**config.mk**
```make
export PLATFORM = sky130hd
export DESIGN_NAME = pipe_ctrl
export DESIGN_NICKNAME = d
export VERILOG_FILES = /design/src/rtl/pipe_ctrl_pkg.sv /design/src/rtl/pipe_ctrl_hazard_cmp.sv /design/src/rtl/pipe_ctrl.sv
export SDC_FILE = /design/constraint.sdc
export NUM_CORES = 1
export LEC_CHECK = 0
export CAP_MARGIN = 20
export CORE_MARGIN = 5
export CORE_UTILIZATION = 30
export DETAILED_ROUTE_END_ITERATION = 16
export GPL_ROUTABILITY_DRIVEN = 0
export PLACE_DENSITY = 0.67
export SETUP_SLACK_MARGIN = 0.5
export SLEW_MARGIN = 25
export SYNTH_ARGS = -nofsm -noshare
export SYNTH_HDL_FRONTEND = slang
export SYNTH_SLANG_ARGS = --single-unit
```
**constraint.sdc**
```tcl
create_clock -name clk -period 3.9 [get_ports clk]
set_input_delay 0.78 -clock clk [delete_from_list [all_inputs] [get_ports clk]]
set_output_delay 0.78 -clock clk [all_outputs]
set_load 0.05 [all_outputs]
```
**src/rtl/pipe_ctrl_pkg.sv**
```systemverilog
// pipe_ctrl_pkg: shared state encodings and constants for the pipeline controller
package pipe_ctrl_pkg;
  typedef enum logic [1:0] {
    PC_RUN     = 2'd0,
    PC_MD_WAIT = 2'd1,
    PC_FLUSH   = 2'd2
  } pc_state_e;
  localparam logic [4:0] REG_ZERO = 5'd0;
endpackage

```
**src/rtl/pipe_ctrl_hazard_cmp.sv**
```systemverilog
// hazard_cmp: load-use comparator, flags an ID source matching the rd of a load in EX
module hazard_cmp
  import pipe_ctrl_pkg::*;
(
  input  logic       mem_read_i,
  input  logic [4:0] waddr_i,
  input  logic       re1_i,
  input  logic [4:0] raddr1_i,
  input  logic       re2_i,
  input  logic [4:0] raddr2_i,
  output logic       hazard_o
);
  assign hazard_o = mem_read_i && waddr_i != REG_ZERO &&
                    ((re1_i && raddr1_i == waddr_i) || (re2_i && raddr2_i == waddr_i));
endmodule

```
**src/rtl/pipe_ctrl.sv**
```systemverilog
// pipe_ctrl: hazard/flush controller for the five-stage core; PIPE_CTRL_PERF_EN adds stall/flush counters
module pipe_ctrl
  import pipe_ctrl_pkg::*;
#(
  parameter int unsigned FLUSH_CYC = 1
) (
  input  logic       clk,
  input  logic       rst,
  input  logic       id_reg1_RE_i,
  input  logic       id_reg2_RE_i,
  input  logic [4:0] id_reg1_raddr_i,
  input  logic [4:0] id_reg2_raddr_i,
  input  logic       id_jump_en_i,
  input  logic       idex_mem_read_i,
  input  logic [4:0] idex_reg_waddr_i,
  input  logic       ex_ins_flush_i,
  input  logic       ex_md_req_i,
  input  logic       md_done_i,
  output logic       md_start_o,
  output logic       pc_hold_o,
  output logic       ifid_hold_o,
  output logic       ifid_flush_o,
  output logic       idex_hold_o,
  output logic       idex_flush_o,
  output logic       exmem_flush_o,
  output logic       jump_valid_o
`ifdef PIPE_CTRL_PERF_EN
  ,
  output logic [31:0] stall_cnt_o,
  output logic [31:0] flush_cnt_o
`endif
);
  localparam logic [1:0] FC = 2'(FLUSH_CYC);
  pc_state_e state_q, state_d;
  logic [1:0] fcnt_q, fcnt_d;
  logic hazard;
  hazard_cmp u_hazard_cmp (
    .mem_read_i (idex_mem_read_i),
    .waddr_i    (idex_reg_waddr_i),
    .re1_i      (id_reg1_RE_i),
    .raddr1_i   (id_reg1_raddr_i),
    .re2_i      (id_reg2_RE_i),
    .raddr2_i   (id_reg2_raddr_i),
    .hazard_o   (hazard)
  );
  // state and kill-cycle counter
  always_ff @(posedge clk) begin
    if (rst) begin
      state_q <= PC_RUN;
      fcnt_q  <= 2'd0;
    end else begin
      state_q <= state_d;
      fcnt_q  <= fcnt_d;
    end
  end
  // event priority: mul/div wait, branch redirect, kill window, mul/div start, load-use, jump
  always_comb begin
    state_d       = state_q;
    fcnt_d        = fcnt_q;
    md_start_o    = 1'b0;
    pc_hold_o     = 1'b0;
    ifid_hold_o   = 1'b0;
    ifid_flush_o  = 1'b0;
    idex_hold_o   = 1'b0;
    idex_flush_o  = 1'b0;
    exmem_flush_o = 1'b0;
    jump_valid_o  = 1'b0;
    if (state_q == PC_MD_WAIT) begin
      if (md_done_i) state_d = PC_RUN;
      pc_hold_o     = !md_done_i;
      ifid_hold_o   = !md_done_i;
      idex_hold_o   = !md_done_i;
      exmem_flush_o = !md_done_i;
    end else if (ex_ins_flush_i) begin
      ifid_flush_o = 1'b1;
      idex_flush_o = 1'b1;
      state_d      = PC_FLUSH;
      fcnt_d       = FC;
    end else if (state_q == PC_FLUSH) begin
      ifid_flush_o = 1'b1;
      fcnt_d       = fcnt_q - 2'd1;
      state_d      = fcnt_q == 2'd1 ? PC_RUN : PC_FLUSH;
    end else if (ex_md_req_i && !md_done_i) begin
      md_start_o    = 1'b1;
      pc_hold_o     = 1'b1;
      ifid_hold_o   = 1'b1;
      idex_hold_o   = 1'b1;
      exmem_flush_o = 1'b1;
      state_d       = PC_MD_WAIT;
    end else if (hazard) begin
      pc_hold_o    = 1'b1;
      ifid_hold_o  = 1'b1;
      idex_flush_o = 1'b1;
    end else if (id_jump_en_i) begin
      jump_valid_o = 1'b1;
      state_d      = PC_FLUSH;
      fcnt_d       = FC;
    end
  end
`ifdef PIPE_CTRL_PERF_EN
  logic [31:0] stall_cnt_q, flush_cnt_q;
  // saturating counts of stalled and killed cycles
  always_ff @(posedge clk) begin
    if (rst) begin
      stall_cnt_q <= 32'd0;
      flush_cnt_q <= 32'd0;
    end else begin
      if (pc_hold_o && stall_cnt_q != '1) stall_cnt_q <= stall_cnt_q + 32'd1;
      if (ifid_flush_o && flush_cnt_q != '1) flush_cnt_q <= flush_cnt_q + 32'd1;
    end
  end
  assign stall_cnt_o = stall_cnt_q;
  assign flush_cnt_o = flush_cnt_q;
`endif
endmodule

```
==> metrics <==
root cell of the clock tree=clkbuf_4; RSZ-0062 raised after global routing=false; TritonCTS clock tree=yes; R2R Path Start=state_q[1]; IR drop worst, VDD=0.0001177 V; overall routing resource usage=0.1105; required time of the critical path=3.12 ns; CTS Buf Count=3; via count=588; Post-synth top flop=dfxtp_1; H-tree levels=1; Hold Path Depth=2; period utilisation layout=0.8505; leak pwr=0.4012 nW; FF-to-FF End=state_q[0]; Final setup violation count=0; minimum clock period=3.317 ns; DR WL/cell=12.53 um; HP Class=flip-flop to flip-flop; core area=1541 um2; Mapped Avg Cell Area=7.470 um2; ys async rst share=0; CP cell instances=clkdlybuf4s50_1 -> xor2_1 -> nor4_1 -> a32oi_2 -> or2_4 -> o22ai_4 -> buf_12; vias in the first global route=599; antenna violations before repair=0; Final ANT Viol Nets=0; fin area=925.9 um2; Final HPWL DP=1262 um; Initial Utilization=0.3247; library cells used by synthesis=29; PnR worst setup slack=a little under 0.6 ns; Post-Syn Area=500.5 um2; PD cells=219.9 nW/um2; vias per cell=5.113; clk buf depth=2; layout cell share with drive strength beyond 1=0.1616; Slowest-stage cell, CP=clkdlybuf4s50_1; Post-synth EDFFs=0; GRT overflow=0; Max Clock Freq=between 300 and 400 MHz; Area growth syn-to-layout=85.00%; insertion delay to the later sink of the worst-skew pair=0.23 ns; syn_nets=94; drt first pass iters=3; worst path bufs/invs=2; crit path DAT=2.54 ns; number of standard cells after synthesis=67; CP max stage delay=0.46 ns; antenna diode count=0; Top Ports=32; fin nets=roughly 130; setup_tns=0 ns; clock sink total=4; fillers=152; Worst Setup End Kind=output port; Top delay family on crit path=buffers and inverters; I/O Buffers=31; crit start category=primary input; Vert. Die Dim=50.85 um; Post-Place Worst Slack=0.4288 ns; worst-margin pin slew=0.5087 ns; pin count of the biggest net entering global routing=10; synthesized flop and latch total=4; Setup Skew=between 0.003 and 0.004 ns; post-synthesis sequential area ratio=0.1600; status=completed; synth warn=0; routed wire length=1441 um; Reg clk slew, reported paths=0.03 ns; hold path start=state_q[1]; DRC=0; # rows=14; Slew HR=0.6603; Die Wd=50.85 um; worst reg-to-reg setup slack=2.27 ns; first-pass GRT wire length=2277 um; die area=2585 um2; Fin. Hold Viols=0; max_cap viols=0; Setup CP Type=primary input to output port; Reg2Reg Depth=5; CP max FO=4; Initial DRC Count=4; WHS Endpoint=state_q[1]; Placed Area=863.3 um2; max-slew violations=0
## timing repair
action                                  4_1_cts  5_1_grt
gates resized for setup                       3        6
gates cloned                                  0        0
buffers inserted                              0        1
hold buffers                                  0        0
pin swaps                                     0        2
endpoints found under the setup margin        4        6
## cell families (layout without fill, tap and decap cells)
family | count (synthesis) | count (layout) | synth area share
XOR/XNOR | 10 | 10 | 0.1750
AO/OA/AOI/OAI | 17 | 17 | 0.2325
multiplexers | 1 | 1 | 0.02000
buffers and inverters | 8 | 40 | 0.07499
adder cells (fa/ha/maj) | 3 | 3 | 0.07501
flip-flops | 4 | 4 | 0.1600
AND/OR/NAND/NOR | 24 | 24 | 0.2625
## how the worst max path moves through the flow
stage                              from      endpoint  slack [ns]  depth (start not counted)
global route        idex_reg_waddr_i[3]     pc_hold_o        0.52                          7
finish              idex_reg_waddr_i[3]     pc_hold_o        0.58                          7
detailed placement       ex_ins_flush_i    md_start_o        0.43                          4
global placement         ex_ins_flush_i    md_start_o        0.43                          4
CTS                 idex_reg_waddr_i[1]  idex_flush_o        0.47                          7
floorplan           idex_reg_waddr_i[2]  idex_flush_o        0.69                          5
## report_power, final
part	switching [mW]	leakage [nW]	total (mW)	internal, mW
logic	0.0546	0.354	0.109	0.0543
registers	0.00240	0.0331	0.0469	0.0445
clock network	0.0136	0.0138	0.0478	0.0342
## synthesized netlist by cell type (2+ instances only)
cell,number,area share
a21oi_1,5,0.050
a2bb2oi_1,2,0.035
buf_4,2,0.030
dfxtp_1,4,0.16
ha_1,3,0.075
inv_1,5,0.038
nand2_1,2,0.015
nand2b_1,2,0.025
nor2_1,8,0.060
nor3_1,2,0.020
o21ai_0,2,0.020
o22ai_1,4,0.050
or3_1,2,0.025
xnor2_1,2,0.035
xor2_1,8,0.14
## layout by cell type, fill, tap and decap left out, types with 2 or more instances in the layout
| cell type | instances |
|---|---|
| xnor2_1 | 2 |
| o21ai_0 | 2 |
| clkdlybuf4s50_1 | 22 |
| clkbuf_4 | 3 |
| ha_1 | 3 |
| a2bb2oi_1 | 2 |
| or3_1 | 2 |
| dlymetal6s2s_1 | 4 |
| a21oi_1 | 5 |
| dfxtp_1 | 4 |
| nand2b_1 | 2 |
| xor2_1 | 8 |
| o22ai_1 | 2 |
| inv_1 | 5 |
| buf_12 | 4 |
| nor2_1 | 8 |
| nand2_1 | 2 |
## flip-flops by register name (all words and copies together) (netlist names)
| register | count |
|---|---|
| fcnt_q | 2 |
| state_q | 2 |
## area by class of cell
type	count	area [um2]	share of cell area
Multi-Input combinational cell	55	417.9	0.4514
Timing Repair Buffer	32	366.6	0.3959
Clock buffer	3	22.52	0.02432
Tap cell	16	20.02	0.02162
Inverter	5	18.77	0.02027
Sequential cell	4	80.08	0.08649
## routing by layer
metal | share of wire | vias to the layer above | track usage
met2 | 0.52 | 26 | 0.2149
met3 | 0.093 | 0 | 0.04070
met5 | 0 | - | 0
met1 | 0.39 | 259 | 0.1136
met4 | 0 | 0 | 0.01277
li1 | - | 303 | -
## metrics by stage
step | power, mW | std cells | hold WS (ns) | utilization
2_1_floorplan | 0.1040 | 67 | 0.4684 | -
3_3_place_gp | 0.1531 | 111 | 0.4890 | 0.5601
3_5_place_dp | 0.1537 | 111 | 0.4890 | 0.5601
4_1_cts | 0.2054 | 114 | 0.4950 | 0.5804
5_1_grt | 0.2231 | 115 | 0.5159 | 0.6006
6_report | 0.2036 | 115 | 0.4910 | 0.6006
## worst min-delay path, delay by kind of cell, from the launching register on
kind / cells / cell delay (ns)
flip-flops: 1 / 0.31
multiplexers: 1 / 0.06
AND/OR/NAND/NOR: 1 / 0.07
(Power assumes the default switching activity.)
